==> config.mk <==
export PLATFORM = sky130hd
export DESIGN_NAME = neo_gfx_fetch_flat
export DESIGN_NICKNAME = d
export VERILOG_FILES = /design/src/rtl/neo_gfx_fetch_if.sv /design/src/rtl/neo_gfx_fetch.sv /design/src/flat_wrapper.sv
export SDC_FILE = /design/constraint.sdc
export NUM_CORES = 1
export LEC_CHECK = 0
export ABC_AREA = 1
export BUFFER_PORTS_ARGS = -buffer_cell sky130_fd_sc_hd__buf_2
export CAP_MARGIN = 0
export CORE_MARGIN = 3
export CORE_UTILIZATION = 51
export DETAILED_ROUTE_END_ITERATION = 8
export GPL_ROUTABILITY_DRIVEN = 0
export PLACE_DENSITY = 0.95
export SETUP_SLACK_MARGIN = 0.02
export SLEW_MARGIN = 20
export SYNTH_ARGS = -nofsm -noshare
export SYNTH_HDL_FRONTEND = slang
export SYNTH_SLANG_ARGS = --single-unit
==> constraint.sdc <==
create_clock -name CLK -period 4.4 [get_ports CLK]
set_clock_uncertainty 0.1 [all_clocks]
set_input_delay 0.22 -clock CLK [delete_from_list [all_inputs] [get_ports CLK]]
set_output_delay 0.22 -clock CLK [all_outputs]
set_load 0.01 [all_outputs]
==> src/rtl/neo_gfx_fetch_if.sv <==
// neo_gfx_fetch_if
// Shared graphics ROM read port between the fetch sequencer and memory.
//
// Signals:
//   MEM_REQ   read request, level; held high until the matching ack
//   MEM_ADDR  byte address, stable for the whole time MEM_REQ is high
//   MEM_ACK   one-cycle completion pulse
//   MEM_DATA  read data, valid in the same cycle as MEM_ACK
//
// Handshake: the master raises MEM_REQ with MEM_ADDR and holds both steady.
// The slave answers with a single-cycle MEM_ACK carrying MEM_DATA. The master
// drops MEM_REQ on the cycle after the ack. An ack seen with no request
// outstanding carries no meaning and is dropped by the master.
interface neo_gfx_fetch_if;
    logic        MEM_REQ;
    logic [23:0] MEM_ADDR;
    logic        MEM_ACK;
    logic [31:0] MEM_DATA;

    modport master (
        output MEM_REQ,
        output MEM_ADDR,
        input  MEM_ACK,
        input  MEM_DATA
    );

    modport slave (
        input  MEM_REQ,
        input  MEM_ADDR,
        output MEM_ACK,
        output MEM_DATA
    );
endinterface

==> src/rtl/neo_gfx_fetch.sv <==
// neo_gfx_fetch
// Turns C-ROM (sprite) and S-ROM (fix) address strobes from the P-bus latch
// into 32-bit reads on one shared memory port. Each channel is buffered one
// request deep, and C requests win over S requests.
//
// Ports:
//   CLK, RESET          clock, asynchronous active-high reset
//   C_LATCH, S_LATCH    latched sprite / fix addresses, read at issue time
//   PCK1B_EN, PCK2B_EN  strobes marking a new C / S address
//   CA4                 sprite half select, captured with PCK1B_EN
//   mem                 shared memory read port (req/ack)
//   CR_DATA, CR_VALID   last C-ROM word and its one-cycle update pulse
//   FIX_DATA, FIX_VALID last S-ROM word and its one-cycle update pulse
//   OVR                 sticky overrun flags {S, C}
//   DBG_STATE           current fetch FSM state
module neo_gfx_fetch (
    input  logic                    CLK,
    input  logic                    RESET,
    input  logic [19:0]             C_LATCH,
    input  logic [15:0]             S_LATCH,
    input  logic                    PCK1B_EN,
    input  logic                    PCK2B_EN,
    input  logic                    CA4,
    neo_gfx_fetch_if.master         mem,
    output logic [31:0]             CR_DATA,
    output logic                    CR_VALID,
    output logic [31:0]             FIX_DATA,
    output logic                    FIX_VALID,
    output logic [1:0]              OVR,
    output logic [1:0]              DBG_STATE
);

    typedef enum logic [1:0] {
        ST_IDLE   = 2'd0,
        ST_C_BUSY = 2'd1,
        ST_S_BUSY = 2'd2
    } state_t;

    state_t      r_state;
    logic        r_c_pend;
    logic        r_s_pend;
    logic        r_ca4;
    logic        r_req;
    logic [23:0] r_addr;
    logic [31:0] r_cr_data;
    logic        r_cr_valid;
    logic [31:0] r_fix_data;
    logic        r_fix_valid;
    logic [1:0]  r_ovr;

    state_t      w_state_nxt;
    logic        w_req_nxt;
    logic [23:0] w_addr_nxt;
    logic [31:0] w_cr_data_nxt;
    logic        w_cr_valid_nxt;
    logic [31:0] w_fix_data_nxt;
    logic        w_fix_valid_nxt;
    logic        w_issue_c;
    logic        w_issue_s;

    always_comb begin
        w_state_nxt     = r_state;
        w_req_nxt       = r_req;
        w_addr_nxt      = r_addr;
        w_cr_data_nxt   = r_cr_data;
        w_cr_valid_nxt  = 1'b0;
        w_fix_data_nxt  = r_fix_data;
        w_fix_valid_nxt = 1'b0;
        w_issue_c       = 1'b0;
        w_issue_s       = 1'b0;
        case (r_state)
            ST_IDLE: begin
                // Latches still hold the most recent strobe's address, so
                // they are sampled here rather than copied at strobe time.
                if (r_c_pend) begin
                    w_issue_c   = 1'b1;
                    w_state_nxt = ST_C_BUSY;
                    w_req_nxt   = 1'b1;
                    w_addr_nxt  = {1'b0, C_LATCH, r_ca4, 2'b00};
                end else if (r_s_pend) begin
                    w_issue_s   = 1'b1;
                    w_state_nxt = ST_S_BUSY;
                    w_req_nxt   = 1'b1;
                    w_addr_nxt  = {1'b1, 5'b0, S_LATCH, 2'b00};
                end
            end
            ST_C_BUSY: begin
                if (mem.MEM_ACK) begin
                    w_cr_data_nxt  = mem.MEM_DATA;
                    w_cr_valid_nxt = 1'b1;
                    w_req_nxt      = 1'b0;
                    w_state_nxt    = ST_IDLE;
                end
            end
            ST_S_BUSY: begin
                if (mem.MEM_ACK) begin
                    w_fix_data_nxt  = mem.MEM_DATA;
                    w_fix_valid_nxt = 1'b1;
                    w_req_nxt       = 1'b0;
                    w_state_nxt     = ST_IDLE;
                end
            end
            default: begin
                w_state_nxt = ST_IDLE;
                w_req_nxt   = 1'b0;
            end
        endcase
    end

    always_ff @(posedge CLK or posedge RESET) begin
        if (RESET) begin
            r_state     <= ST_IDLE;
            r_req       <= 1'b0;
            r_addr      <= 24'h0;
            r_cr_data   <= 32'h0;
            r_cr_valid  <= 1'b0;
            r_fix_data  <= 32'h0;
            r_fix_valid <= 1'b0;
        end else begin
            r_state     <= w_state_nxt;
            r_req       <= w_req_nxt;
            r_addr      <= w_addr_nxt;
            r_cr_data   <= w_cr_data_nxt;
            r_cr_valid  <= w_cr_valid_nxt;
            r_fix_data  <= w_fix_data_nxt;
            r_fix_valid <= w_fix_valid_nxt;
        end
    end

    // A new strobe always wins over the issue-time clear, so a strobe landing
    // on the issue edge leaves a fresh request pending. Overrun only flags a
    // strobe that overwrites a request that never reached the memory port.
    always_ff @(posedge CLK or posedge RESET) begin
        if (RESET) begin
            r_c_pend <= 1'b0;
            r_s_pend <= 1'b0;
            r_ca4    <= 1'b0;
            r_ovr    <= 2'b00;
        end else begin
            if (PCK1B_EN) begin
                r_c_pend <= 1'b1;
                r_ca4    <= CA4;
            end else if (w_issue_c) begin
                r_c_pend <= 1'b0;
            end
            if (PCK2B_EN) begin
                r_s_pend <= 1'b1;
            end else if (w_issue_s) begin
                r_s_pend <= 1'b0;
            end
            if (PCK1B_EN && r_c_pend && !w_issue_c) begin
                r_ovr[0] <= 1'b1;
            end
            if (PCK2B_EN && r_s_pend && !w_issue_s) begin
                r_ovr[1] <= 1'b1;
            end
        end
    end

    assign mem.MEM_REQ  = r_req;
    assign mem.MEM_ADDR = r_addr;
    assign CR_DATA      = r_cr_data;
    assign CR_VALID     = r_cr_valid;
    assign FIX_DATA     = r_fix_data;
    assign FIX_VALID    = r_fix_valid;
    assign OVR          = r_ovr;
    assign DBG_STATE    = r_state;

endmodule

==> src/flat_wrapper.sv <==
// flat-port wrapper written by rule: the top's interface ports become plain ports
module neo_gfx_fetch_flat 
  (CLK, RESET, C_LATCH, S_LATCH, PCK1B_EN, PCK2B_EN, CA4, CR_DATA, CR_VALID, FIX_DATA, FIX_VALID, OVR, DBG_STATE, mem_MEM_REQ, mem_MEM_ADDR, mem_MEM_ACK, mem_MEM_DATA);
  neo_gfx_fetch_if mem_i ();
  input  logic CLK;
  input  logic RESET;
  input  logic [19:0] C_LATCH;
  input  logic [15:0] S_LATCH;
  input  logic PCK1B_EN;
  input  logic PCK2B_EN;
  input  logic CA4;
  output logic [31:0] CR_DATA;
  output logic CR_VALID;
  output logic [31:0] FIX_DATA;
  output logic FIX_VALID;
  output logic [1:0] OVR;
  output logic [1:0] DBG_STATE;
  output wire logic [$bits(mem_i.MEM_REQ)-1:0] mem_MEM_REQ;
  output wire logic [$bits(mem_i.MEM_ADDR)-1:0] mem_MEM_ADDR;
  input wire logic [$bits(mem_i.MEM_ACK)-1:0] mem_MEM_ACK;
  input wire logic [$bits(mem_i.MEM_DATA)-1:0] mem_MEM_DATA;
  assign mem_MEM_REQ = mem_i.MEM_REQ;
  assign mem_MEM_ADDR = mem_i.MEM_ADDR;
  assign mem_i.MEM_ACK = mem_MEM_ACK;
  assign mem_i.MEM_DATA = mem_MEM_DATA;
  neo_gfx_fetch u_core (.CLK(CLK), .RESET(RESET), .C_LATCH(C_LATCH), .S_LATCH(S_LATCH), .PCK1B_EN(PCK1B_EN), .PCK2B_EN(PCK2B_EN), .CA4(CA4), .mem(mem_i), .CR_DATA(CR_DATA), .CR_VALID(CR_VALID), .FIX_DATA(FIX_DATA), .FIX_VALID(FIX_VALID), .OVR(OVR), .DBG_STATE(DBG_STATE));
endmodule
* Word level (Yosys, flattened, before mapping) *
Index checks and enable logic that the tools add are counted.

cells by class
  equal/unequal tests = 4
  multiplexer cells = 22
  reductions and logical operators = 15

operators by type and width
  operator              number
  $mux W24              2
  $mux W1               15
  $reduce_and A2 Y1     4
  $mux W2               3
  $reduce_bool A2 Y1    3
  $logic_and A1 B1 Y1   4
  $pmux W2 S2           1
  $ne A3 B1 Y1 const B  1
  $eq A2 B1 Y1 const B  1
  $eq A2 B2 Y1 const B  1
  $logic_not A1 Y1      2
  $logic_not A2 Y1      1
  $ne A2 B1 Y1 const B  1
  $pmux W1 S2           1
  $reduce_or A2 Y1      1

storage, ports and cells
  register bits = 98
  input bits = 74
  output and inout bits = 95
  word-level logic and storage cells = 53

* Longest topological paths before layout *
Gate-level depths: netlist of run 1.

  depth in word-level cells = 5
  mapped depth = 9
  mapped depth without buffers = 7

* Worst setup path before layout of run 1 *
No wires, ideal clock.

  kind = register to register
  from = register u_core.r_state[0], in the netlist u_core.DBG_STATE[0]
  to = register u_core.r_addr[21], in the netlist u_core.mem.MEM_ADDR[21]
  setup time = 0.117 ns
  arrival time = 1.237 ns
  data required time = 4.183 ns
  path slack = 2.946 ns
  stages on the path, launching flop included = 10
  buffers on the path = 2
  period minus slack after synthesis = 1.454 ns
  path through = dfrtp_1 inv_1 ha_1 buf_6 nand2_4 nand2_8 inv_4 buf_6 nand2_1 nand2_1

between the ends
  longest elaborated chain between the ends = 2

ends and longest elaborated chain
  element                      RTL line              RTL
  start, declared              neo_gfx_fetch.sv:39   state_t r_state;
  start signal, assigned       neo_gfx_fetch.sv:120  r_state <= w_state_nxt;
  $logic_not A2 Y1             neo_gfx_fetch.sv:71   case (r_state)
  $reduce_and A2 Y1 (no line)  n/a
  end signal, assigned         neo_gfx_fetch.sv:122  r_addr <= w_addr_nxt;
  end, declared                neo_gfx_fetch.sv:44   logic [23:0] r_addr;

Every way passes these cells.
A chain may end at the register's enable or synchronous reset.

* Worst setup path after layout of run 1 *
  from = register u_core.r_state[0], in the netlist u_core.DBG_STATE[0]
  to = register u_core.r_fix_data[1], in the netlist u_core.FIX_DATA[1]

between the ends
  longest elaborated chain between the ends = 2

ends and longest elaborated chain
  element                      RTL line              RTL
  $eq A2 B2 Y1                 neo_gfx_fetch.sv:71
  $reduce_and A2 Y1 (no line)  n/a
  end signal, assigned         neo_gfx_fetch.sv:125  r_fix_data <= w_fix_data_nxt;
  end, declared                neo_gfx_fetch.sv:47   logic [31:0] r_fix_data;

Every way passes these cells.

==> metrics.yaml, run 1 <==
status: "finished, final reports clean"
firstDrtPassIters: 4
first_iter_violations: 143
io_pins: 169
placementRows: 31
cts_sinks: 96
antenna_found_initial: 0
drv_cap: 0
cts_max_level: 3
dp_hpwl_microns: 6750
wl_met1_microns: 3730
yosys.area.top_type_share_pct: 60.1
drive_gt1_share_pct: 32.5
ys_seq_elements: 96
grt_start_max_net_pins: 66
yosys.cell_types.count: 19
clk_latency_ns: 0.35
port_buffers: 166
synth-seq-area-share_pct: 60.1
critical_path.cell_chain: "inv_1 -> ha_1 -> nand2_2 -> o21ai_0"
wl_met3_microns: 1000
holdCritPathClass: "in2reg"
n_antenna_cell: 0
pre_cts_ws_ns: 2.41
netlist_area_sq_um: 4000
cts_root_buf: "clkbuf_8"
setup_tns_ns: 0
numCtsBuffers: 9
cts_buffer_depth: 2
clock.fmax_ghz: 0.498
grt_pass1_vias: 3310
grt_pass1_wl_microns: 15400
viasPerCell: 4.92
critPathMaxStageDelay_ns: 0.75
powerDensity_nw_per_um2: 719
start_util_pct: 53.7
stdcell_count: 706
die_w_microns: 94.6
worstSetupEndpointType: "register"
path_class: "reg2reg"
crit_buf_inv: 1
die_h_microns: 94.6
critPathLaunchType: "register"
critPathTopFamily: "simple AND/OR/NAND/NOR gates"
synthCells: 439
setup_viol: 0
fin_crit_sh_pct: 45.7
synth.largest_area_cell: "dfrtp_1"
core-area_sq_um: 7450
post_cts_buffers: 0
place_inst: 683
die_area_sq_um: 8940
drv_slew: 0
worstPathRequired_ns: 4.48
wl_per_cell_microns: 13.6
ys_warn_count: 0
cts_tree: "done"
ctsHoldBuffers: 7
cts.reportedPaths.clkPinSlew_ns: 0.09
power_w: 0.00365
overflow: 0
slowest_stage: "nand2_2"
area_growth_pct: 27.1
syn_area_per_cell_sq_um: 9.11
layout_setup_ws_ns: 2.39
highest_layer: "met4"
drc_errors: 0
via_count: 3474
layout_common_cells: "180 x nand2_1, 166 x buf_2, 96 x dfrtp_1"
crit_arrival_ns: 2.09
wl_met2_microns: 4680
cts_resized: 0
hold_viol: 0
tightest_slew_ns: 1.05
antenna_left: 0
vdd_drop_max_mv: 0.363
period_needed_ns: 2.01
final_common_cell: "nand2_1"
wl_microns: 9590
cp_max_fo: 65
yosys-top-cells-area: "dfrtp_1 60%, nand2_1 17%, o21ai_1 5.9%, inv_1 4.2%, buf_6 3.7%"
grt_use_total_pct: 21.8
rsz0062_at_grt: "no"
fin_nets: 680
maxSlewHeadroom_pct: 29.6
p_leak_nw: 3.01
## per-layer routing
| layer | vias to the layer above | track usage [%] |
|---|---|---|
| li1 | 1665 | - |
| met1 | 1614 | 26.1 |
| met2 | 180 | 37.5 |
| met3 | 15 | 5.82 |
| met4 | 0 | 8.77 |
| met5 | - | 0 |
## layout make-up
type                       count  area (sq um)
clock buffer                  10           138
sequential                    96          2400
inverter                      47           183
fill                         574          2360
multi-input combinational    273          1210
tap                           99           124
clock inverter                 6           113
timing repair buffer         175           916
## tightest hold or removal path: stages
cell and delay (ns):
buf_2 0.09, inv_1 0.05, o21ai_1 0.06
## per-stage QoR
stage	area [sq um]	util, %	hold slack, ns
2_1_floorplan	4000	-	0.226
3_3_place_gp	4760	64.0	0.309
3_5_place_dp	4760	64.0	0.335
4_1_cts	5080	68.3	0.00745
5_1_grt	5080	68.3	0.0130
6_report	5080	68.3	0.0207
## cells in the mapped netlist
master	number
nand2_8	1
ha_1	4
clkbuf_1	2
nand2_4	2
or2_1	1
inv_4	2
inv_1	45
buf_6	13
nand2_2	4
o21ai_0	20
o21ai_1	47
conb_1	1
buf_4	7
a31o_2	1
nand3_1	8
dfrtp_1	96
a21oi_1	1
nand2_1	182
buf_2	2
## state kept, by name (all words and copies together) (netlist names)
register	cells
u_core.r_ca4	1
u_core.FIX_VALID	1
u_core.FIX_DATA	32
u_core.r_s_pend	1
u_core.OVR	2
u_core.r_c_pend	1
u_core.CR_DATA	32
u_core.mem.MEM_REQ	1
u_core.mem.MEM_ADDR	22
u_core.DBG_STATE	2
u_core.CR_VALID	1
## where the power goes
group          internal (W)  total, W  switching (W)  leakage [nW]
logic              0.000555   0.00143       0.000879          1.69
registers           0.00127   0.00152       0.000247          1.19
clock network      0.000396  0.000700       0.000304         0.127
## cell families (layout without fill, tap and decap cells)
family,Yosys count,in the layout,synth area share (%)
DFF,96,96,60.1
buffers and inverters,71,238,9.95
and+or+nand+nor,198,198,19.9
AOI/OAI and AO/OA,69,69,8.73
adders and majority gates,4,4,1.25
other,1,2,0.0937
## path summary, 6_finish.rpt
kind	slack [ns]	to	startpoint	cells after the start
min in group asynchronous	0.47	u_core.CR_VALID$_DFF_PP0_	RESET	3
max in group asynchronous	2.66	u_core.FIX_DATA[10]$_DFFE_PP0P_	RESET	4
worst min-delay path	0.02	u_core.FIX_DATA[8]$_DFFE_PP0P_	mem_MEM_DATA[8]	3
worst min register to register	0.37	u_core.OVR[1]$_DFFE_PP0P_	u_core.OVR[1]$_DFFE_PP0P_	2
worst max register to register	2.39	u_core.FIX_DATA[1]$_DFFE_PP0P_	u_core.DBG_STATE[0]$_DFFE_PP0P_	4
worst max-delay path	2.39	u_core.FIX_DATA[1]$_DFFE_PP0P_	u_core.DBG_STATE[0]$_DFFE_PP0P_	4
(Power assumes the default switching activity.)
==> run 2, diff against run 1 <==
--- a/config.mk
+++ b/config.mk
@@ -9,10 +9,10 @@
 export BUFFER_PORTS_ARGS = -buffer_cell sky130_fd_sc_hd__buf_2
 export CAP_MARGIN = 0
 export CORE_MARGIN = 3
-export CORE_UTILIZATION = 51
+export CORE_UTILIZATION = 48
 export DETAILED_ROUTE_END_ITERATION = 8
 export GPL_ROUTABILITY_DRIVEN = 0
-export PLACE_DENSITY = 0.95
+export PLACE_DENSITY = 0.92
 export SETUP_SLACK_MARGIN = 0.02
 export SLEW_MARGIN = 20
 export SYNTH_ARGS = -nofsm -noshare
==> constraint.sdc (replaced) <==
create_clock -name CLK -period 2.06 [get_ports CLK]
set_clock_uncertainty 0.1 [all_clocks]
set_input_delay 0.103 -clock CLK [delete_from_list [all_inputs] [get_ports CLK]]
set_output_delay 0.103 -clock CLK [all_outputs]
set_load 0.01 [all_outputs]
==> metrics.yaml, run 2 (synthesis gave the netlist of run 1 again) <==
fin_util_pct: 73.0  # +4.8 points
status: "finished, final reports clean"
placementRows: 32  # +3.2%
rr_worst_depth: 6  # +2
layout_common_cells: "180 x nand2_1, 166 x buf_2, 95 x dfrtp_1"
core-area_sq_um: 7890  # +5.9%
cp_max_fo: 3  # -95%
firstDrtPassIters: 5  # +1
setup_tns_ns: 0  # unchanged
crit_path_end: "u_core.r_ca4$_DFFE_PP0P_"
antenna_found_initial: 0  # unchanged
path_class: "in2reg"
antenna_left: 0  # unchanged
worstPathRequired_ns: 2.19  # -2.29 ns
clock.fmax_ghz: 0.518
wl_microns: 11900  # +24%
r2r-start: "u_core.r_c_pend$_DFFE_PP0P_"
powerDensity_nw_per_um2: 1370  # +90%
cts.reportedPaths.clkPinSlew_ns: 0.10  # about the same
drv_cap: 0  # unchanged
critical_path.cell_chain: "dlygate4sd3_1 -> buf_2 -> nand2_1 -> dlygate4sd3_1 -> nand2_1 -> dlygate4sd3_1"
n_antenna_cell: 0  # unchanged
first_iter_violations: 204  # +43%
io_pins: 169  # unchanged
cts_max_level: 3  # unchanged
area_growth_pct: 44.0
slowest_stage: "dlygate4sd3_1"
grt_use_total_pct: 25.6  # +3.8 points
numCtsBuffers: 9  # unchanged
critPathMaxStageDelay_ns: 0.57  # -0.18 ns
period_needed_ns: 1.93
crit_arrival_ns: 2.06  # -0.03 ns
drv_slew: 0  # unchanged
rsz0062_at_grt: "no"
r2r_end: "u_core.mem.MEM_ADDR[8]$_DFFE_PP0P_"
fin_crit_sh_pct: 93.8
clk_latency_ns: 0.34  # about the same
viasPerCell: 4.98  # +1.3%
cts_buffer_depth: 2  # unchanged
p_leak_nw: 3.28  # +9.1%
holdCritPathClass: "in2reg"
grt_pass1_wl_microns: 19500  # +27%
final_common_cell: "nand2_1"
grt_start_max_net_pins: 97  # +47%
overflow: 0  # unchanged
wl_per_cell_microns: 15.3  # +12%
cts_root_buf: "clkbuf_8"
die_area_sq_um: 9470  # +5.9%
die_h_microns: 97.3  # +2.9%
fin_nets: 751  # +10%
crit_top_cell: "dlygate4sd3_1"
setup_viol: 0  # unchanged
grt_pass1_vias: 3967  # +20%
die_w_microns: 97.3  # +2.9%
worstSetupEndpointType: "register"
dp_hpwl_microns: 7120  # +5.5%
startpoint: "PCK1B_EN"
vdd_drop_max_mv: 0.702  # +93%
critPathLaunchType: "input port"
drive_gt1_share_pct: 29.6  # -2.8 points
via_count: 3888  # +12%
rrSetupSlack_ns: 0.19  # -2.20 ns
drc_errors: 0  # unchanged
hold_viol: 0  # unchanged
fillCellCount: 520  # -9.4%
cts_tree: "done"
port_buffers: 166  # unchanged
cts_sinks: 96  # unchanged
start_util_pct: 50.7  # -3.0 points
power_w: 0.00788  # +120%
==> run 2: cell count changes in the layout (fill, tap and decap cells not counted), sizes merged <==
cell         delta
dlygate4sd3    +67
bufinv          -2
inv             -1
clkinvlp        +3
buf             +4
==> run 2: where the power goes <==
part	total [W]	internal, W	switching, W	leakage [nW]
clock network	0.00120	0.000567	0.000630	0.0929
registers	0.00324	0.00272	0.000518	1.19
logic	0.00345	0.00139	0.00206	2.00
==> run 2: routing by layer <==
metal	wire length, microns	GRT usage, %
met5	0	0
met2	5740	43.4
met3	1250	6.39
met4	308	10.1
met1	4610	31.5
==> run 2: worst max-delay path, delay by kind of cell <==
family | cells | cell delay, ns
and+or+nand+nor | 2 | 0.13
buffers and inverters | 4 | 1.84
==> run 2: layout make-up <==
cell class | count | area (sq um) | share of cell area [%]
repair buffers | 246 | 1640 | 28.5
inverters | 47 | 185 | 3.21
multi-input cells | 273 | 1210 | 21.0
flip-flops and latches | 96 | 2400 | 41.7
clock inverters | 6 | 67.6 | 1.17
well taps | 102 | 128 | 2.21
clock buffers | 10 | 128 | 2.21
==> run 2: what timing repair did <==
| action | in CTS | in global routing |
|---|---|---|
| buffers inserted | 0 | 0 |
| endpoints found under the setup margin | 0 | 3 |
| gates resized for setup | 0 | 1 |
| endpoints found under the hold margin | 186 | 0 |
| hold buffers | 74 | 0 |
==> run 2: through the flow <==
stage / area (sq um) / cells / worst slack, ns / hold slack, ns
after global routing: 5760 / 780 / 0.134 / 0.0845
after detailed placement: 4820 / 690 / 0.377 / 0.195
after floorplan: 4010 / 440 / 0.606 / 0.109
after CTS: 5760 / 780 / 0.191 / 0.0269
after global placement: 4820 / 690 / 0.475 / 0.176
final: 5760 / 780 / 0.128 / 0.0371
==> run 2: worst min path at each step <==
| stage | start | end | slack [ns] | cells after the start |
|---|---|---|---|---|
| 2_1_floorplan | PCK2B_EN | u_core.r_s_pend$_DFFE_PP0P_ | 0.11 | 1 |
| 3_3_place_gp | RESET | u_core.mem.MEM_REQ$_DFFE_PP0P_ | 0.18 | 3 |
| 3_5_place_dp | RESET | u_core.mem.MEM_REQ$_DFFE_PP0P_ | 0.19 | 3 |
| 4_1_cts | mem_MEM_ACK | u_core.CR_VALID$_DFF_PP0_ | 0.03 | 3 |
| 5_1_grt | mem_MEM_ACK | u_core.CR_VALID$_DFF_PP0_ | 0.08 | 3 |
| 6_report | mem_MEM_ACK | u_core.CR_VALID$_DFF_PP0_ | 0.04 | 3 |
==> run 3, diff against run 2 <==
--- a/config.mk
+++ b/config.mk
@@ -8,7 +8,6 @@
 export ABC_AREA = 1
 export BUFFER_PORTS_ARGS = -buffer_cell sky130_fd_sc_hd__buf_2
 export CAP_MARGIN = 0
-export CORE_MARGIN = 3
 export CORE_UTILIZATION = 48
 export DETAILED_ROUTE_END_ITERATION = 8
 export GPL_ROUTABILITY_DRIVEN = 0
==> metrics.yaml, run 3 (synthesis gave the netlist of run 1 again) <==
die_w_microns: 93.3  # -4.1%
fin_crit_sh_pct: 97.3  # +3.5 points
firstDrtPassIters: 5  # unchanged
first_iter_violations: 169  # -17%
stdcell_count: 780  # unchanged
multiInputGateArea_sq_um: 1210  # unchanged
final_common_cell: "nand2_1"
fin_nets: 751  # unchanged
drv_cap: 0  # unchanged
clock.fmax_ghz: 0.499  # -3.6%
grtUsageMet2_pct: 49.8  # +6.5 points
core-area_sq_um: 7890  # unchanged
via_count: 3879  # -0.23%
tightest_slew_ns: 0.633
dp_hpwl_microns: 6860  # -3.7%
r2r-start: "u_core.r_c_pend$_DFFE_PP0P_"
place_inst: 690  # unchanged
die_area_sq_um: 8700  # -8.1%
busiest_layer: "met2"
io_pins: 169  # unchanged
layout_common_cells: "180 x nand2_1, 166 x buf_2, 96 x dfrtp_1"
worstSetupEndpointType: "register"
placementRows: 32  # unchanged
cts_max_level: 3  # unchanged
cts_buffer_depth: 2  # unchanged
viasPerCell: 4.97  # -0.23%
rrSetupSlack_ns: 0.06  # -0.13 ns
area_growth_pct: 44.2  # about the same
n_antenna_cell: 0  # unchanged
p_leak_nw: 3.29  # +0.20%
path_class: "reg2reg"
ctsHoldBuffers: 74  # unchanged
worstPathRequired_ns: 2.24  # +0.05 ns
cts_resized: 0  # unchanged
cts_tree: "done"
drc_errors: 0  # unchanged
rsz0062_at_grt: "no"
post_cts_buffers: 0  # unchanged
cts.reportedPaths.clkPinSlew_ns: 0.10  # about the same
start_util_pct: 50.7  # unchanged
startpoint: "u_core.r_c_pend$_DFFE_PP0P_"
clk_latency_ns: 0.34  # about the same
antenna_left: 0  # unchanged
grt_pass1_wl_microns: 18500  # -5.3%
holdCritPathClass: "in2reg"
maxSlewHeadroom_pct: 57.7
wl_microns: 11600  # -2.5%
setup_tns_ns: 0  # unchanged
setup_viol: 0  # unchanged
period_needed_ns: 2.00  # +0.0717 ns
crit_arrival_ns: 2.19  # +0.13 ns
powerDensity_nw_per_um2: 1350  # -1.2%
grt_pass1_vias: 4007  # +1.0%
cts_sinks: 96  # unchanged
overflow: 0  # unchanged
numCtsBuffers: 9  # unchanged
grt_use_total_pct: 27.7  # +2.2 points
drv_slew: 0  # unchanged
port_buffers: 166  # unchanged
fillCellCount: 504  # -3.1%
vdd_drop_max_mv: 0.995  # +42%
grtUsageMet3_pct: 7.15  # +0.77 points
cts_root_buf: "clkbuf_8"
antenna_found_initial: 0  # unchanged
crit_path_end: "u_core.mem.MEM_ADDR[12]$_DFFE_PP0P_"
wl_per_cell_microns: 14.9  # -2.5%
r2r_end: "u_core.mem.MEM_ADDR[12]$_DFFE_PP0P_"
drive_gt1_share_pct: 29.6  # unchanged
use_met1_pct: 30.1  # -1.4 points
regArea_sq_um: 2400  # about the same
grt_start_max_net_pins: 66  # -32%
critPathLaunchType: "register"
hold_viol: 0  # unchanged
rr_worst_depth: 6  # unchanged
cp_max_fo: 20  # +17
die_h_microns: 93.3  # -4.1%
status: "finished, final reports clean"
[run 3: critical path, stage by stage (launching register included)]
cell and delay, ns:
dfrtp_1 0.57, buf_4 0.32, nand2_1 0.12, nand2_1 0.10
dlygate4sd3_1 0.56, nand2_1 0.08, nand2_1 0.08
[run 3: metrics by stage]
step | instance area, sq um | hold WS [ns] | total power [W] | utilization (%) | worst slack (ns)
after floorplan | 4010 | 0.109 | 0.00523 | - | 0.606
after global placement | 4840 | 0.110 | 0.00619 | 61.3 | 0.469
after detailed placement | 4840 | 0.130 | 0.00636 | 61.3 | 0.351
after CTS | 5770 | 0.0771 | 0.00771 | 73.1 | 0.241
after global routing | 5770 | 0.122 | 0.00836 | 73.1 | 0.0285
final | 5770 | 0.0887 | 0.00779 | 73.1 | 0.0561
[run 3: layout make-up]
type / instances / share of cell area (%)
sequential: 96 / 41.7
timing repair buffer: 246 / 28.7
multi-input combinational: 273 / 21.0
inverter: 47 / 3.21
clock buffer: 10 / 2.39
tap: 102 / 2.21
clock inverter: 6 / 0.890
[run 3: layer usage]
metal	routed length [microns]	up-vias
met5	0	-
met3	1070	39
met4	395	0
li1	-	1809
met2	5800	241
met1	4340	1790
[run 3: how the worst min path moves through the flow]
stage,start,end,slack [ns],depth (start not counted)
finish,mem_MEM_ACK,u_core.DBG_STATE[0]$_DFFE_PP0P_,0.09,5
global placement,RESET,u_core.CR_DATA[0]$_DFFE_PP0P_,0.11,2
detailed placement,RESET,u_core.CR_DATA[0]$_DFFE_PP0P_,0.13,2
CTS,mem_MEM_ACK,u_core.DBG_STATE[0]$_DFFE_PP0P_,0.08,5
global route,mem_MEM_ACK,u_core.DBG_STATE[0]$_DFFE_PP0P_,0.12,5
floorplan,PCK2B_EN,u_core.r_s_pend$_DFFE_PP0P_,0.11,1
[run 3: power by group]
part           total [W]  leakage, nW  switching (W)  internal (W)
sequential       0.00322         1.19       0.000507       0.00272
combinational    0.00342         2.00        0.00204       0.00138
clock            0.00115       0.0939       0.000660      0.000490
total            0.00779         3.29        0.00321       0.00459
